### src/rtl/sum_latch_uart_top_if.sv
// Pad-frame bundle for SumLatchUART: enable, 8 inputs, 8 outputs, 8 bidirs.
// master = pad/board side driving the inputs, slave = the chip core.
interface sum_latch_uart_top_if;
   logic       ena;
   logic [7:0] ui_in;
   logic [7:0] uio_in;
   logic [7:0] uo_out;
   logic [7:0] uio_out;
   logic [7:0] uio_oe;

   modport master (
      output ena,
      output ui_in,
      output uio_in,
      input  uo_out,
      input  uio_out,
      input  uio_oe
   );

   modport slave (
      input  ena,
      input  ui_in,
      input  uio_in,
      output uo_out,
      output uio_out,
      output uio_oe
   );
endinterface

### src/rtl/sum_latch_uart_top.sv
// SumLatchUART chip top: adds two 4-bit operands on a synchronized strobe,
// shows the latched 5-bit sum on uo_out and sends it as one UART byte.
// Optional feature macro: UART_PARITY_EN (even parity bit, 8E1 frame).
module sum_latch_uart_top #(
   parameter int unsigned CLKS_PER_BIT = 87
) (
   input  logic                 clk,
   input  logic                 rst_n,
   sum_latch_uart_top_if.slave  pads
);

   localparam int unsigned CNT_W  = (CLKS_PER_BIT > 1) ? $clog2(CLKS_PER_BIT) : 1;
   localparam int unsigned SUM_W  = 5;
   localparam int unsigned DATA_W = 8;

   typedef enum logic [2:0] {
      ST_IDLE,
      ST_START,
      ST_DATA,
      ST_PARITY,
      ST_STOP
   } tx_state_t;

   tx_state_t          state;
   logic [CNT_W-1:0]   bit_cnt;
   logic [2:0]         bit_idx;
   logic [DATA_W-1:0]  shreg;
   logic               par_bit;
   logic               tx;
   logic               tx_busy;
   logic               sum_valid;
   logic [SUM_W-1:0]   sum_q;
   logic               sync1;
   logic               sync2;
   logic               sync3;

   logic               edge_c;
   logic               accept_c;
   logic               bit_end_c;
   logic [SUM_W-1:0]   sum_c;
   logic               unused_pins;

   // Rising edge of the synchronized strobe; accepted only while enabled and idle.
   assign edge_c    = sync2 & ~sync3;
   assign accept_c  = edge_c & pads.ena & ~tx_busy;
   assign bit_end_c = (bit_cnt == CNT_W'(CLKS_PER_BIT - 1));
   assign sum_c     = SUM_W'({1'b0, pads.ui_in[3:0]}) + SUM_W'({1'b0, pads.ui_in[7:4]});

   // Pad outputs are straight wiring of registered state.
   assign pads.uo_out  = {sum_q, sum_valid, tx_busy, tx};
   assign pads.uio_out = 8'h00;
   assign pads.uio_oe  = 8'h00;
   assign unused_pins  = ^pads.uio_in[7:1];

   // Strobe synchronizer, edge-detect FF, operand latch and UART TX state machine.
   always_ff @(posedge clk or negedge rst_n) begin
      if (!rst_n) begin
         sync1     <= 1'b0;
         sync2     <= 1'b0;
         sync3     <= 1'b0;
         state     <= ST_IDLE;
         bit_cnt   <= '0;
         bit_idx   <= '0;
         shreg     <= '0;
         par_bit   <= 1'b0;
         tx        <= 1'b1;
         tx_busy   <= 1'b0;
         sum_valid <= 1'b0;
         sum_q     <= '0;
      end else begin
         sync1 <= pads.uio_in[0];
         sync2 <= sync1;
         sync3 <= sync2;

         case (state)
            ST_IDLE: begin
               bit_cnt <= '0;
               if (accept_c) begin
                  sum_q     <= sum_c;
                  sum_valid <= 1'b1;
                  shreg     <= {3'b000, sum_c};
                  par_bit   <= ^sum_c;
                  tx_busy   <= 1'b1;
                  tx        <= 1'b0;
                  state     <= ST_START;
               end
            end

            ST_START: begin
               if (bit_end_c) begin
                  bit_cnt <= '0;
                  bit_idx <= '0;
                  tx      <= shreg[0];
                  state   <= ST_DATA;
               end else begin
                  bit_cnt <= bit_cnt + CNT_W'(1);
               end
            end

            ST_DATA: begin
               if (bit_end_c) begin
                  bit_cnt <= '0;
                  if (bit_idx == 3'd7) begin
`ifdef UART_PARITY_EN
                     tx    <= par_bit;
                     state <= ST_PARITY;
`else
                     tx    <= 1'b1;
                     state <= ST_STOP;
`endif
                  end else begin
                     bit_idx <= bit_idx + 3'd1;
                     shreg   <= {1'b0, shreg[DATA_W-1:1]};
                     tx      <= shreg[1];
                  end
               end else begin
                  bit_cnt <= bit_cnt + CNT_W'(1);
               end
            end

            ST_PARITY: begin
               if (bit_end_c) begin
                  bit_cnt <= '0;
                  tx      <= 1'b1;
                  state   <= ST_STOP;
               end else begin
                  bit_cnt <= bit_cnt + CNT_W'(1);
               end
            end

            ST_STOP: begin
               if (bit_end_c) begin
                  bit_cnt <= '0;
                  tx_busy <= 1'b0;
                  state   <= ST_IDLE;
               end else begin
                  bit_cnt <= bit_cnt + CNT_W'(1);
               end
            end

            default: begin
               state   <= ST_IDLE;
               tx      <= 1'b1;
               tx_busy <= 1'b0;
               bit_cnt <= '0;
            end
         endcase
      end
   end

endmodule

### src/flat_wrapper.sv
// flat-port wrapper written by rule: the top's interface ports become plain ports
module sum_latch_uart_top_flat 
#(
   parameter int unsigned CLKS_PER_BIT = 87
)
  (clk, rst_n, pads_ena, pads_ui_in, pads_uio_in, pads_uo_out, pads_uio_out, pads_uio_oe);
  sum_latch_uart_top_if pads_i ();
  input  logic clk;
  input  logic rst_n;
  input wire logic [$bits(pads_i.ena)-1:0] pads_ena;
  input wire logic [$bits(pads_i.ui_in)-1:0] pads_ui_in;
  input wire logic [$bits(pads_i.uio_in)-1:0] pads_uio_in;
  output wire logic [$bits(pads_i.uo_out)-1:0] pads_uo_out;
  output wire logic [$bits(pads_i.uio_out)-1:0] pads_uio_out;
  output wire logic [$bits(pads_i.uio_oe)-1:0] pads_uio_oe;
  assign pads_i.ena = pads_ena;
  assign pads_i.ui_in = pads_ui_in;
  assign pads_i.uio_in = pads_uio_in;
  assign pads_uo_out = pads_i.uo_out;
  assign pads_uio_out = pads_i.uio_out;
  assign pads_uio_oe = pads_i.uio_oe;
  sum_latch_uart_top #(.CLKS_PER_BIT(CLKS_PER_BIT)) u_core (.clk(clk), .rst_n(rst_n), .pads(pads_i));
endmodule
### config.mk
export PLATFORM = sky130hd
export DESIGN_NAME = sum_latch_uart_top_flat
export DESIGN_NICKNAME = d
export VERILOG_FILES = /design/src/rtl/sum_latch_uart_top_if.sv /design/src/rtl/sum_latch_uart_top.sv /design/src/flat_wrapper.sv
export SDC_FILE = /design/constraint.sdc
export NUM_CORES = 1
export LEC_CHECK = 0
export ABC_CLOCK_PERIOD_IN_PS = 3500
export BUFFER_PORTS_ARGS = -buffer_cell sky130_fd_sc_hd__buf_2
export CAP_MARGIN = 40
export CORE_MARGIN = 3
export CORE_UTILIZATION = 35
export CTS_BUF_LIST = sky130_fd_sc_hd__clkbuf_16
export DETAILED_ROUTE_END_ITERATION = 8
export SLEW_MARGIN = 20
export SYNTH_ARGS = -nofsm -noshare
export SYNTH_HDL_FRONTEND = slang
export SYNTH_SLANG_ARGS = --single-unit
### constraint.sdc
create_clock -name clk -period 3.5 [get_ports clk]
set_input_delay 0.175 -clock clk [delete_from_list [all_inputs] [get_ports clk]]
set_output_delay 0.175 -clock clk [all_outputs]
set_load 0.01 [all_outputs]
# After elaboration in Yosys (flattened, before gate mapping)
# Index checks and enable logic that the tools add are counted.
# classes
muxes	25
reduce_logical	11
add_sub_neg	3
bitwise	7
n_eq_ne	13
# ops
operator	count
2-to-1 mux 3 bit	8
2-to-1 mux 8 bit	3
one-hot mux 8 bit (2 select lines)	1
one-hot mux 3 bit (5 select lines)	1
2-to-1 mux 7 bit	2
inequality test 2 x 1 -> 1 bit, second input constant	6
AND reduction 4 bit	2
adder 7 x 1 -> 7 bit, second input constant	1
== test 7 bit, second input constant	1
2-to-1 mux 1 bit	7
== test 3 x 2 -> 1 bit, second input constant	2
== test 3 bit, second input constant	2
one-hot mux 3 bit (2 select lines)	1
AND reduction 6 bit	1
adder 4 x 4 -> 5 bit	1
one-hot mux 1 bit (5 select lines)	1
AND reduction 5 bit	1
NOT 1 bit	4
nonzero test 2 bit	2
OR reduction 4 bit	1
adder 3 x 1 -> 3 bit, second input constant	1
bitwise AND 1 bit	3
== test 3 x 1 -> 1 bit, second input constant	1
logical NOT 3 bit	1
other kinds (5)	5
# word_totals
reg_bits	32
in_bits	19

# Depth between registers and ports, before layout
# Gate-level depths: netlist (run 1).
# depth
ltp_word	6
ltp_mapped	7

# Worst setup path before layout (run 1)
# Ideal clock, no wire load.
# synth_path
kind	reg-to-reg
start	reg u_core.bit_idx[0]
end	reg u_core.shreg[0]
path_stages_with_launch	8
slack_ns	1.598
arrival_ns	1.777
setup_ns	0.125
path_cell_list	dfrtp_1 > ha_1 > ha_1 > and4b_1 > a22oi_1 > or3_1 > buf_2 > mux2_4
# synth_via
elab_chain_cells	3
# synth_rtl
item	line_no	rtl
start, declared	sum_latch_uart_top.sv:26	logic [2:0] bit_idx;
start signal, assigned	sum_latch_uart_top.sv:112	bit_idx <= bit_idx + 3'd1;
== test 3 bit	sum_latch_uart_top.sv:103	if (bit_idx == 3'd7) begin
inequality test 2 bit (no line)	--	
AND reduction 4 bit (no line)	--	
end signal, assigned	sum_latch_uart_top.sv:81	shreg <= {3'b000, sum_c};
end signal, assigned	sum_latch_uart_top.sv:113	shreg <= {1'b0, shreg[DATA_W-1:1]};
end, declared	sum_latch_uart_top.sv:27	logic [DATA_W-1:0] shreg;
# No other way between the ends.
# A chain may end at the register's enable or synchronous reset.

# Final worst setup path (run 1)
# layout_path
start	reg u_core.bit_idx[0]
end	reg u_core.shreg[2]
# The elaborated chain is that of the path after synthesis.

==> results of run 1 <==
worst register-to-register path, cell delays in order (launching register included):
cell and delay, ns:
dfrtp_1 0.39, ha_1 0.21, ha_1 0.22, and4b_1 0.26, a22oi_1 0.06, or3_1 0.46, mux2_4 0.35
sequential cells by signal (all words and copies together) (netlist names):
| signal | cells |
|---|---|
| u_core.bit_cnt | 7 |
| u_core.bit_idx | 3 |
| u_core.shreg | 5 |
| u_core.state | 3 |
| u_core.sum_q | 5 |
| u_core.sum_valid | 1 |
| u_core.sync1 | 1 |
| u_core.sync2 | 1 |
| u_core.sync3 | 1 |
| u_core.tx | 1 |
| u_core.tx_busy | 1 |
synth_stat cells (all sizes together):
library cell,count,share of area
a211oi,1,0.012
a21boi,1,0.0046
a21o,2,0.0092
a21oi,5,0.015
a221oi,1,0.0054
a22oi,1,0.0046
and3,2,0.0077
and3b,1,0.0054
and4b,1,0.0062
and4bb,2,0.015
buf,20,0.091
clkbuf,2,0.0046
conb,1,0.0023
dfrtp,28,0.43
dfstp,1,0.016
fa,1,0.012
ha,8,0.062
inv,9,0.021
mux2,7,0.060
mux2i,2,0.012
nand2,18,0.042
nand2b,1,0.0038
nand3,6,0.018
nand3b,1,0.0046
nor2,12,0.028
nor2b,2,0.0077
nor3b,2,0.012
o21ai,5,0.015
o22ai,1,0.0038
o31ai,2,0.0092
o41ai,1,0.0054
or2,1,0.0038
or3,2,0.011
xnor2,5,0.027
xor2,2,0.011
metrics by stage:
stage	instance area, sq um	util
after CTS	1830	0.416
after global placement	1690	0.382
after floorplan	1680	-
final	1830	0.416
after detailed placement	1690	0.382
after global routing	1830	0.416
routing by layer:
metal	GRT usage	vias up	wire length (um)
met2	0.175	31	1280
met3	0.0338	8	147
met4	0.0664	0	70
met5	0	-	0
li1	-	533	-
met1	0.151	501	1290
area by class of cell:
class | instances | area, sq um | share of cell area
multi-input combinational | 112 | 767 | 0.418
sequential | 29 | 727 | 0.396
clock buffer | 5 | 125 | 0.0682
timing repair buffer | 20 | 105 | 0.0573
tap | 52 | 65.1 | 0.0355
inverter | 9 | 33.8 | 0.0184
clock inverter | 3 | 11.3 | 0.00614
cell families (layout without fill, tap and decap cells):
family / count (synthesis) / in the layout / share of synthesized area
other: 1 / 16 / 0.00231
and+or+nand+nor: 51 / 51 / 0.165
adders and majority gates: 9 / 9 / 0.0738
DFF: 29 / 29 / 0.447
AOI/OAI and AO/OA: 20 / 20 / 0.0854
muxes: 9 / 9 / 0.0723
xor gates and xnor gates: 7 / 7 / 0.0377
buffers and inverters: 31 / 37 / 0.116
path summary, 6_finish.rpt:
kind	end	start
setup / recovery	u_core.shreg[2]$_DFFE_PN0P_	u_core.bit_idx[0]$_DFFE_PN0P_
hold / removal	u_core.sync1$_DFF_PN0_	pads_uio_in[0]
setup reg to reg	u_core.shreg[2]$_DFFE_PN0P_	u_core.bit_idx[0]$_DFFE_PN0P_
hold reg to reg	u_core.sync2$_DFF_PN0_	u_core.sync1$_DFF_PN0_
max in group asynchronous	u_core.bit_idx[2]$_DFFE_PN0P_	rst_n
min in group asynchronous	u_core.bit_cnt[2]$_DFF_PN0_	rst_n
power groups by stage:
stage	clock, W	combinational, W	sequential, W
6_report	0.000389	0.0000463	0.000338
5_1_grt	0.000418	0.0000548	0.000338
4_1_cts	0.000402	0.0000473	0.000338
3_5_place_dp	0	0.0000464	0.000344
3_3_place_gp	0	0.0000457	0.000344
2_1_floorplan	0	0.0000416	0.000344
timing repair:
action	in CTS	in global routing
resized for setup	0	0
hold buffers	1	0
hold endpoints to repair	28	0
==> results.py, run 1 <==
metrics = {
    "clock_network": {
        "cts_max_level": 2,
        "clockBufferDepth": 2,
        "cts_inserted_buffers": 5,
        "cts_sinks": 29,
        "cts_setup_buffers": 0,
        "root_buffer": "clkbuf_16",
        "clk_latency_ns": 0.27,
        "cts_tree": "yes",
        "clkSlewWorstSetupHoldPaths_ns": 0.05,
    },
    "worst_hold_path": {
        "hold_class": "in2reg",
        "hold_depth": 1,
    },
    "layout": {
        "synthToLayoutAreaGrowth_pct": 12.8,
        "final_cell_mix": "28 x dfrtp_1, 19 x buf_2, 18 x nand2_1",
        "num_antenna_cells": 0,
        "drive_above_1_share": 0.202,
        "layout.nets": 205,
        "fillers": 418,
        "instances_no_fill": 230,
        "final_common_cell": "dfrtp_1",
    },
    "power_and_ir_drop": {
        "power_w": 0.000774,
        "switching_share": 0.211,
        "power.density_nw_per_um2": 422,
        "irDropWorstVdd_v": 0.000312,
        "power.switching_w": 0.000164,
        "power_frac_clock": 0.503,
        "p_leak_nw": 0.962,
        "p_seq_frac": 0.437,
        "p_int_w": 0.000610,
        "pwr-share-comb": 0.060,
    },
    "synthesis": {
        "ys_seq_area_frac": 0.447,
        "synthCells": 157,
        "synth_area_sq_um": 1630,
        "ys_ff_latch": 29,
        "avgSynthCellArea_sq_um": 10.4,
        "yosysWarnings": 0,
        "ys_types": 39,
    },
    "place": {
        "numPortBuffers": 19,
        "gp_congestion": 0.722,
        "dp_cells": 221,
        "post-place-ws_ns": 1.45,
        "dp_hpwl_mm": 2.03,
    },
    "setup_path": {
        "path_class": "reg2reg",
        "cp_common_cell": "ha_1",
        "crit_path_max_incr_delay_ns": 0.46,
        "ff2ff_setup_slack_ns": 1.42,
        "cp-end-kind": "flip-flop",
        "critical-path-slowest-cell": "or3_1",
        "path_buf_inv": 0,
        "path_delay_family": "simple AND/OR/NAND/NOR gates",
        "arrival_ns": 2.23,
        "startpoint_type": "flip-flop",
        "crit_cells": 6,
        "worst-path-max-fanout": 5,
        "critPathRequiredTime_ns": 3.65,
        "cp_cell_sequence": "ha_1, ha_1, and4b_1, a22oi_1, or3_1, mux2_4",
        "reg2reg_depth": 6,
    },
    "run_status": {
        "status": "completed",
    },
    "floorplan": {
        "coreArea_sq_um": 4410,
        "start_util": 0.368,
        "die_width_um": 74.2,
        "dieArea_sq_um": 5500,
        "die_h_um": 74.2,
        "rows": 24,
        "io_pins": 43,
    },
    "timing": {
        "tns_ns": 0,
        "tightestPinTransition_ns": 0.626,
        "maxSlewHeadroom": 0.583,
        "fmax_mhz": 482,
        "period_needed_ns": 2.08,
        "fin_ws_ns": 1.42,
        "setup_viol": 0,
        "fin_skew_ns": 0.00120,
        "fin_crit_sh": 0.593,
        "finalHoldViolCount": 0,
        "fin_hold_ws_ns": 0.00994,
        "rsz0062_at_grt": "no",
        "drv_slew": 0,
    },
    "route": {
        "wl_mm": 2.78,
        "ant_nets": 0,
        "wl_per_cell_um": 12.1,
        "firstDrtPassIters": 4,
        "drt_iter0_drc": 19,
        "via_per_inst": 4.67,
        "drc_errors": 0,
        "via_count": 1073,
    },
    "grt": {
        "antenna_found_initial": 0,
        "grt_overflow": 0,
        "grt_pass1_wl_mm": 4.77,
        "globalRouteTotalUtil": 0.117,
        "grt_pass1_vias": 1030,
        "grt_max_degree": 30,
    },
    "flow_run": {
        "maxCapViolations": 0,
    },
}
Power figures use the tool's default switching activity.
==> run 2, diff against run 1 <==
ABC_AREA = 1   (was not set)
ABC_CLOCK_PERIOD_IN_PS = 2000   (was 3500)
clock period = 2 ns   (was 3.5 ns; I/O delays follow)
==> run 2 against run 1 <==
Die area is 2.6% higher. Largest cell class unchanged. Worst setup slack worse by 0.91 ns. Register-to-register slack worse by 0.91 ns. Sequential power is 140% higher. Largest power group unchanged.
==> results.py, run 2 <==
metrics = {
    "layout": {
        "synthToLayoutAreaGrowth_pct": 15.6,
        "max_flop_register": "u_core.bit_cnt",
        "fin_util": 0.432,
        "num_antenna_cells": 0,
        "final_common_cell": "nand2_1",
        "layout.nets": 254,
        "largest_reg_flops": 7,
        "reg_top3": "u_core.bit_cnt x7, u_core.shreg x5, u_core.sum_q x5",
        "drive_above_1_share": 0.176,
        "final_cell_mix": "50 x nand2_1, 28 x dfrtp_1, 20 x inv_1",
    },
    "route": {
        "via_count": 1252,
        "firstDrtPassIters": 4,
        "wl_mm": 2.97,
        "ant_nets": 0,
        "via_per_inst": 4.49,
        "routed.top_layer": "met4",
        "wl_per_cell_um": 10.6,
        "wl_met2_mm": 1.40,
        "drt_iter0_drc": 58,
        "drc_errors": 0,
        "met1Wirelength_mm": 1.37,
        "wl_met3_um": 161,
    },
    "synthesis": {
        "ys_seq_area_frac": 0.435,
        "synth_simple_gate_area_share": 0.262,
        "ys_types": 27,
        "synth_edf_count": 0,
        "synth_top_family_by_area": "simple AND/OR/NAND/NOR gates",
        "synth-compound-area-share": 0.0808,
        "synth.top_cell.area_share": 0.419,
        "ys.flop_type": "dfrtp_1",
        "synth_xor_area_frac": 0.0157,
        "synthCells": 202,
        "ys_ff_latch": 29,
        "avgSynthCellArea_sq_um": 8.28,
        "muxShareOfSynthArea": 0,
        "synth_area_sq_um": 1670,
        "yosysTopAreaCell": "dfrtp_1",
        "yosysWarnings": 0,
        "synthAdderAreaFrac": 0.0719,
        "yosysMostFrequentCell": "nand2_1",
        "synth_area_leaders": "dfrtp_1 42%, nand2_1 11%, buf_4 8.5%",
        "async_flop_share": 1.00,
        "yosys-top-cells-count": "50 x nand2_1, 28 x dfrtp_1, 20 x inv_1",
    },
    "grt": {
        "grt_overflow": 0,
        "grt_pass1_vias": 1252,
        "grt_pass1_wl_mm": 5.33,
        "grt_max_degree": 30,
        "antenna_found_initial": 0,
        "globalRouteTotalUtil": 0.125,
    },
    "timing": {
        "period_needed_ns": 1.49,
        "rsz0062_at_grt": "no",
        "fin_skew_ns": 0.00217,
        "setup_viol": 0,
        "fin_ws_ns": 0.510,
        "maxSlewHeadroom": 0.575,
        "finalHoldViolCount": 0,
        "tns_ns": 0,
        "drv_slew": 0,
        "fin_crit_sh": 0.745,
        "tightestPinTransition_ns": 0.637,
        "fmax_mhz": 671,
        "fin_hold_ws_ns": 0.223,
    },
    "setup_path": {
        "timing.rr.start": "u_core.bit_cnt[0]$_DFF_PN0_",
        "path_class": "reg2reg",
        "crit_path_max_incr_delay_ns": 0.42,
        "worst-path-max-fanout": 5,
        "r2r-end": "u_core.tx_busy$_DFFE_PN0P_",
        "cp_common_cell": "nand2_1",
        "arrival_ns": 1.64,
        "critPathRequiredTime_ns": 2.15,
        "cp_cell_sequence": "inv_1, ha_1, nand2_1, inv_1, nand3_2, nand2_1, nand2_1, o21ai_0, nand2_1",
        "critical-path-slowest-cell": "dfrtp_1",
        "ff2ff_setup_slack_ns": 0.51,
        "startpoint_type": "flip-flop",
        "cp-end-kind": "flip-flop",
        "reg2reg_depth": 9,
    },
    "worst_hold_path": {
        "worstHoldStart": "pads_ui_in[4]",
        "hold_end": "u_core.sum_q[0]$_DFFE_PN0P_",
        "hold_depth": 4,
        "hold_class": "in2reg",
    },
    "floorplan": {
        "coreArea_sq_um": 4470,
        "dieArea_sq_um": 5640,
        "rows": 24,
        "die_h_um": 75.1,
        "die_width_um": 75.1,
        "start_util": 0.374,
        "io_pins": 43,
    },
    "power_and_ir_drop": {
        "p_leak_nw": 0.995,
        "irDropWorstVdd_v": 0.000571,
        "power.density_nw_per_um2": 1100,
    },
    "clock_network": {
        "clkSlewWorstSetupHoldPaths_ns": 0.05,
        "cts_tree": "yes",
        "cts_inserted_buffers": 5,
        "clockBufferDepth": 2,
        "cts_setup_buffers": 0,
        "cts_max_level": 2,
        "root_buffer": "clkbuf_16",
        "post_cts_resized": 0,
        "cts_sinks": 29,
        "cts_hold_buf": 2,
        "clk_latency_ns": 0.27,
    },
    "place": {
        "post-place-ws_ns": 0.519,
        "numPortBuffers": 19,
        "dp_hpwl_mm": 2.27,
        "gp_congestion": 0.799,
    },
    "run_status": {
        "status": "completed",
    },
    "flow_run": {
        "maxCapViolations": 0,
    },
}
run 2: worst max-delay path: cells and delay by family (launching register included):
kind	cells	cell delay [ns]
fa+ha+maj	1	0.16
buf+inv	2	0.14
simple gates	5	0.43
compound gates	1	0.21
flops	1	0.42
run 2: how the worst max path moves through the flow:
stage,startpoint,end,slack [ns],cells after the start
final,u_core.bit_cnt[0]$_DFF_PN0_,u_core.tx_busy$_DFFE_PN0P_,0.51,9
after global routing,u_core.bit_cnt[0]$_DFF_PN0_,u_core.bit_idx[2]$_DFFE_PN0P_,0.40,7
after CTS,u_core.bit_cnt[0]$_DFF_PN0_,u_core.shreg[0]$_DFFE_PN0P_,0.50,8
after detailed placement,u_core.bit_cnt[0]$_DFF_PN0_,u_core.shreg[0]$_DFFE_PN0P_,0.52,8
after global placement,u_core.bit_cnt[0]$_DFF_PN0_,u_core.shreg[3]$_DFFE_PN0P_,0.56,8
after floorplan,u_core.bit_idx[0]$_DFFE_PN0P_,u_core.shreg[2]$_DFFE_PN0P_,0.68,7
run 2: final cells by class:
type                       instances  area (sq um)
fill                             451          2540
clock buffer                       5           125
multi-input combinational        148           779
sequential                        29           727
tap                               52          65.1
timing repair buffer              21           115
clock inverter                     3          41.3
inverter                          21          78.8
run 2: logic make-up after synthesis:
family / count (synthesis)
other: 1
AOI/OAI and AO/OA: 25
adders and majority gates: 9
DFF: 29
xor gates and xnor gates: 3
buffers and inverters: 40
and+or+nand+nor: 95
run 2: through the flow:
step                      instances  total power, W  instance area, sq um
final                           279         0.00213                  1930
after global routing            279         0.00227                  1930
after CTS                       279         0.00216                  1930
after detailed placement        269         0.00131                  1750
after global placement          269         0.00129                  1750
after floorplan                 217         0.00118                  1730
run 2: report_power, final:
| part | internal [W] | leakage [nW] | switching (W) |
|---|---|---|---|
| combinational | 0.000185 | 0.550 | 0.000302 |
| clock | 0.000581 | 0.0775 | 0.000253 |
| sequential | 0.000727 | 0.367 | 0.0000780 |
| total | 0.00149 | 0.995 | 0.000633 |
run 2: routing by layer:
metal | global-route usage | up-vias
met3 | 0.0454 | 5
met4 | 0.0415 | 0
met1 | 0.147 | 560
met5 | 0 | -
met2 | 0.210 | 29
li1 | - | 658
==> run 3, diff against run 2 <==
ABC_CLOCK_PERIOD_IN_PS = 1410   (was 2000)
clock period = 1.41 ns   (was 2 ns; I/O delays follow)
==> run 3 against run 2 <==
Die area is the same. Via count is 6.9% higher. Combinational power grew 64%. Sequential share of layout area shrank 3.2 points. Largest power group is now sequential cells. Utilization is 4.1 points higher. Clock skew up 0.0018 ns. Power is 40% higher.
==> results.py, run 3 (same netlist as run 2, synthesis figures left out) <==
metrics = {
    "setup_path": {
        "worst-path-max-fanout": 5,
        "crit_path_max_incr_delay_ns": 0.37,
        "timing.rr.start": "u_core.bit_cnt[0]$_DFF_PN0_",
        "cp_common_cell": "nor2_4",
        "startpoint_type": "flip-flop",
        "critical-path-slowest-cell": "dfrtp_1",
        "cp_cell_sequence": "inv_1, ha_2, nand3_2, nor2_4, nor2_4, nor2_8, nor2_1, a21oi_1",
        "ff2ff_setup_slack_ns": 0.03,
        "arrival_ns": 1.57,
        "path_buf_inv": 1,
        "crit_start": "u_core.bit_cnt[0]$_DFF_PN0_",
        "path_delay_family": "simple AND/OR/NAND/NOR gates",
        "cp-end-kind": "flip-flop",
        "path_class": "reg2reg",
        "critPathRequiredTime_ns": 1.60,
    },
    "place": {
        "dp_hpwl_mm": 2.38,
        "dp_cells": 276,
        "numPortBuffers": 19,
        "gp_congestion": 0.749,
        "placedInstanceArea_sq_um": 1800,
    },
    "layout": {
        "synthToLayoutAreaGrowth_pct": 26.5,
        "instances_no_fill": 291,
        "final_cell_mix": "45 x nand2_1, 27 x dfrtp_1, 19 x buf_2",
        "num_antenna_cells": 0,
        "drive_above_1_share": 0.310,
        "largest_reg_flops": 7,
        "fin_area_sq_um": 2110,
        "fillers": 433,
        "max_flop_register": "u_core.bit_cnt",
        "final_common_cell": "nand2_1",
        "reg_top3": "u_core.bit_cnt x7, u_core.shreg x5, u_core.sum_q x5",
        "layout.nets": 266,
    },
    "floorplan": {
        "dieArea_sq_um": 5640,
        "coreArea_sq_um": 4470,
        "die_h_um": 75.1,
        "rows": 24,
        "io_pins": 43,
        "start_util": 0.374,
        "die_width_um": 75.1,
    },
    "power_and_ir_drop": {
        "power.density_nw_per_um2": 1400,
        "p_leak_nw": 1.04,
        "irDropWorstVdd_v": 0.000939,
    },
    "worst_hold_path": {
        "worstHoldStart": "pads_ui_in[4]",
        "hold_class": "in2reg",
    },
    "route": {
        "wl_mm": 3.35,
        "via_count": 1339,
        "ant_nets": 0,
        "firstDrtPassIters": 4,
        "via_per_inst": 4.60,
        "wl_per_cell_um": 11.5,
        "drt_iter0_drc": 38,
        "drc_errors": 0,
    },
    "clock_network": {
        "clk_latency_ns": 0.27,
        "cts_inserted_buffers": 5,
        "clkSlewWorstSetupHoldPaths_ns": 0.05,
        "cts_max_level": 2,
        "cts_sinks": 29,
        "cts_tree": "yes",
        "clockBufferDepth": 2,
        "root_buffer": "clkbuf_16",
    },
    "grt": {
        "globalRouteTotalUtil": 0.134,
        "grt_overflow": 0,
        "grt_pass1_vias": 1277,
        "antenna_found_initial": 0,
        "grt_max_degree": 30,
        "grt_pass1_wl_mm": 5.76,
    },
    "timing": {
        "finalHoldViolCount": 0,
        "tightestPinTransition_ns": 0.630,
        "maxSlewHeadroom": 0.580,
        "tns_ns": 0,
        "period_needed_ns": 1.38,
        "fmax_mhz": 723,
        "rsz0062_at_grt": "yes",
        "setup_viol": 0,
        "fin_skew_ns": 0.00394,
        "fin_crit_sh": 0.980,
        "drv_slew": 0,
    },
    "flow_run": {
        "maxCapViolations": 0,
    },
    "run_status": {
        "status": "completed",
    },
}
run 3: cell count changes in the layout (fill, tap and decap cells not counted), moves of 2 or more:
cell        before  now
buf_4            0   11
nand2_1         50   45
nand2_2          0    5
nor2_4           2    6
ha_1             8    5
nand3_1         12    9
nor2_1          19   16
clkinvlp_4       1    3
ha_2             0    2
inv_1           20   18
inv_2            1    3
nand3_4          0    2
o21ai_0         11    9
run 3: where the power goes:
part           internal, W  switching, W
Sequential         0.00103      0.000101
Combinational     0.000316      0.000484
Clock             0.000651      0.000383
run 3: final cells by class:
cell class / count / area [sq um] / area share
clock inverters: 3 / 22.5 / 0.0107
inverters: 21 / 78.8 / 0.0373
multi-input cells: 149 / 897 / 0.424
clock buffers: 5 / 125 / 0.0592
repair buffers: 32 / 198 / 0.0935
flip-flops and latches: 29 / 728 / 0.344
well taps: 52 / 65.1 / 0.0308
run 3: per-layer routing:
layer	GRT usage	vias to the layer above	routed length, um
met5	0	-	0
met4	0.0474	0	34
met3	0.0467	4	180
met2	0.213	33	1660
met1	0.170	611	1480
li1	-	691	-
run 3: metrics by stage:
step | setup slack [ns] | hold slack, ns | total power (W) | util
2_1_floorplan | 0.0898 | -0.225 | 0.00167 | -
3_5_place_dp | -0.0298 | 0.144 | 0.00189 | 0.402
6_report | 0.0277 | 0.207 | 0.00297 | 0.473
5_1_grt | -0.0700 | 0.213 | 0.00319 | 0.473
4_1_cts | 0.00222 | 0.207 | 0.00295 | 0.446
3_3_place_gp | 0.0152 | 0.145 | 0.00187 | 0.402
run 3: worst min-delay path, cell delays in order:
cell and delay (ns):
buf_2 0.08, ha_1 0.17, nand2_1 0.07, nand2_1 0.06
run 3: repair_timing:
| action | 4_1_cts | 5_1_grt |
|---|---|---|
| pin swaps | 2 | 9 |
| endpoints found under the hold margin | 29 | 0 |
| setup buffers | 1 | 3 |
| hold buffers | 2 | 0 |
| gates resized for setup | 3 | 27 |
| gates cloned | 1 | 0 |
| setup endpoints to repair | 6 | 16 |
run 3: path summary, 6_finish.rpt:
kind                                                to  depth (start not counted)
setup / recovery           u_core.shreg[0]$_DFFE_PN0P_                          8
hold / removal             u_core.sum_q[0]$_DFFE_PN0P_                          4
setup reg to reg           u_core.shreg[0]$_DFFE_PN0P_                          8
hold reg to reg                 u_core.sync2$_DFF_PN0_                          0
max in group asynchronous  u_core.state[1]$_DFFE_PN0P_                          2
min in group asynchronous  u_core.sum_q[2]$_DFFE_PN0P_                          2
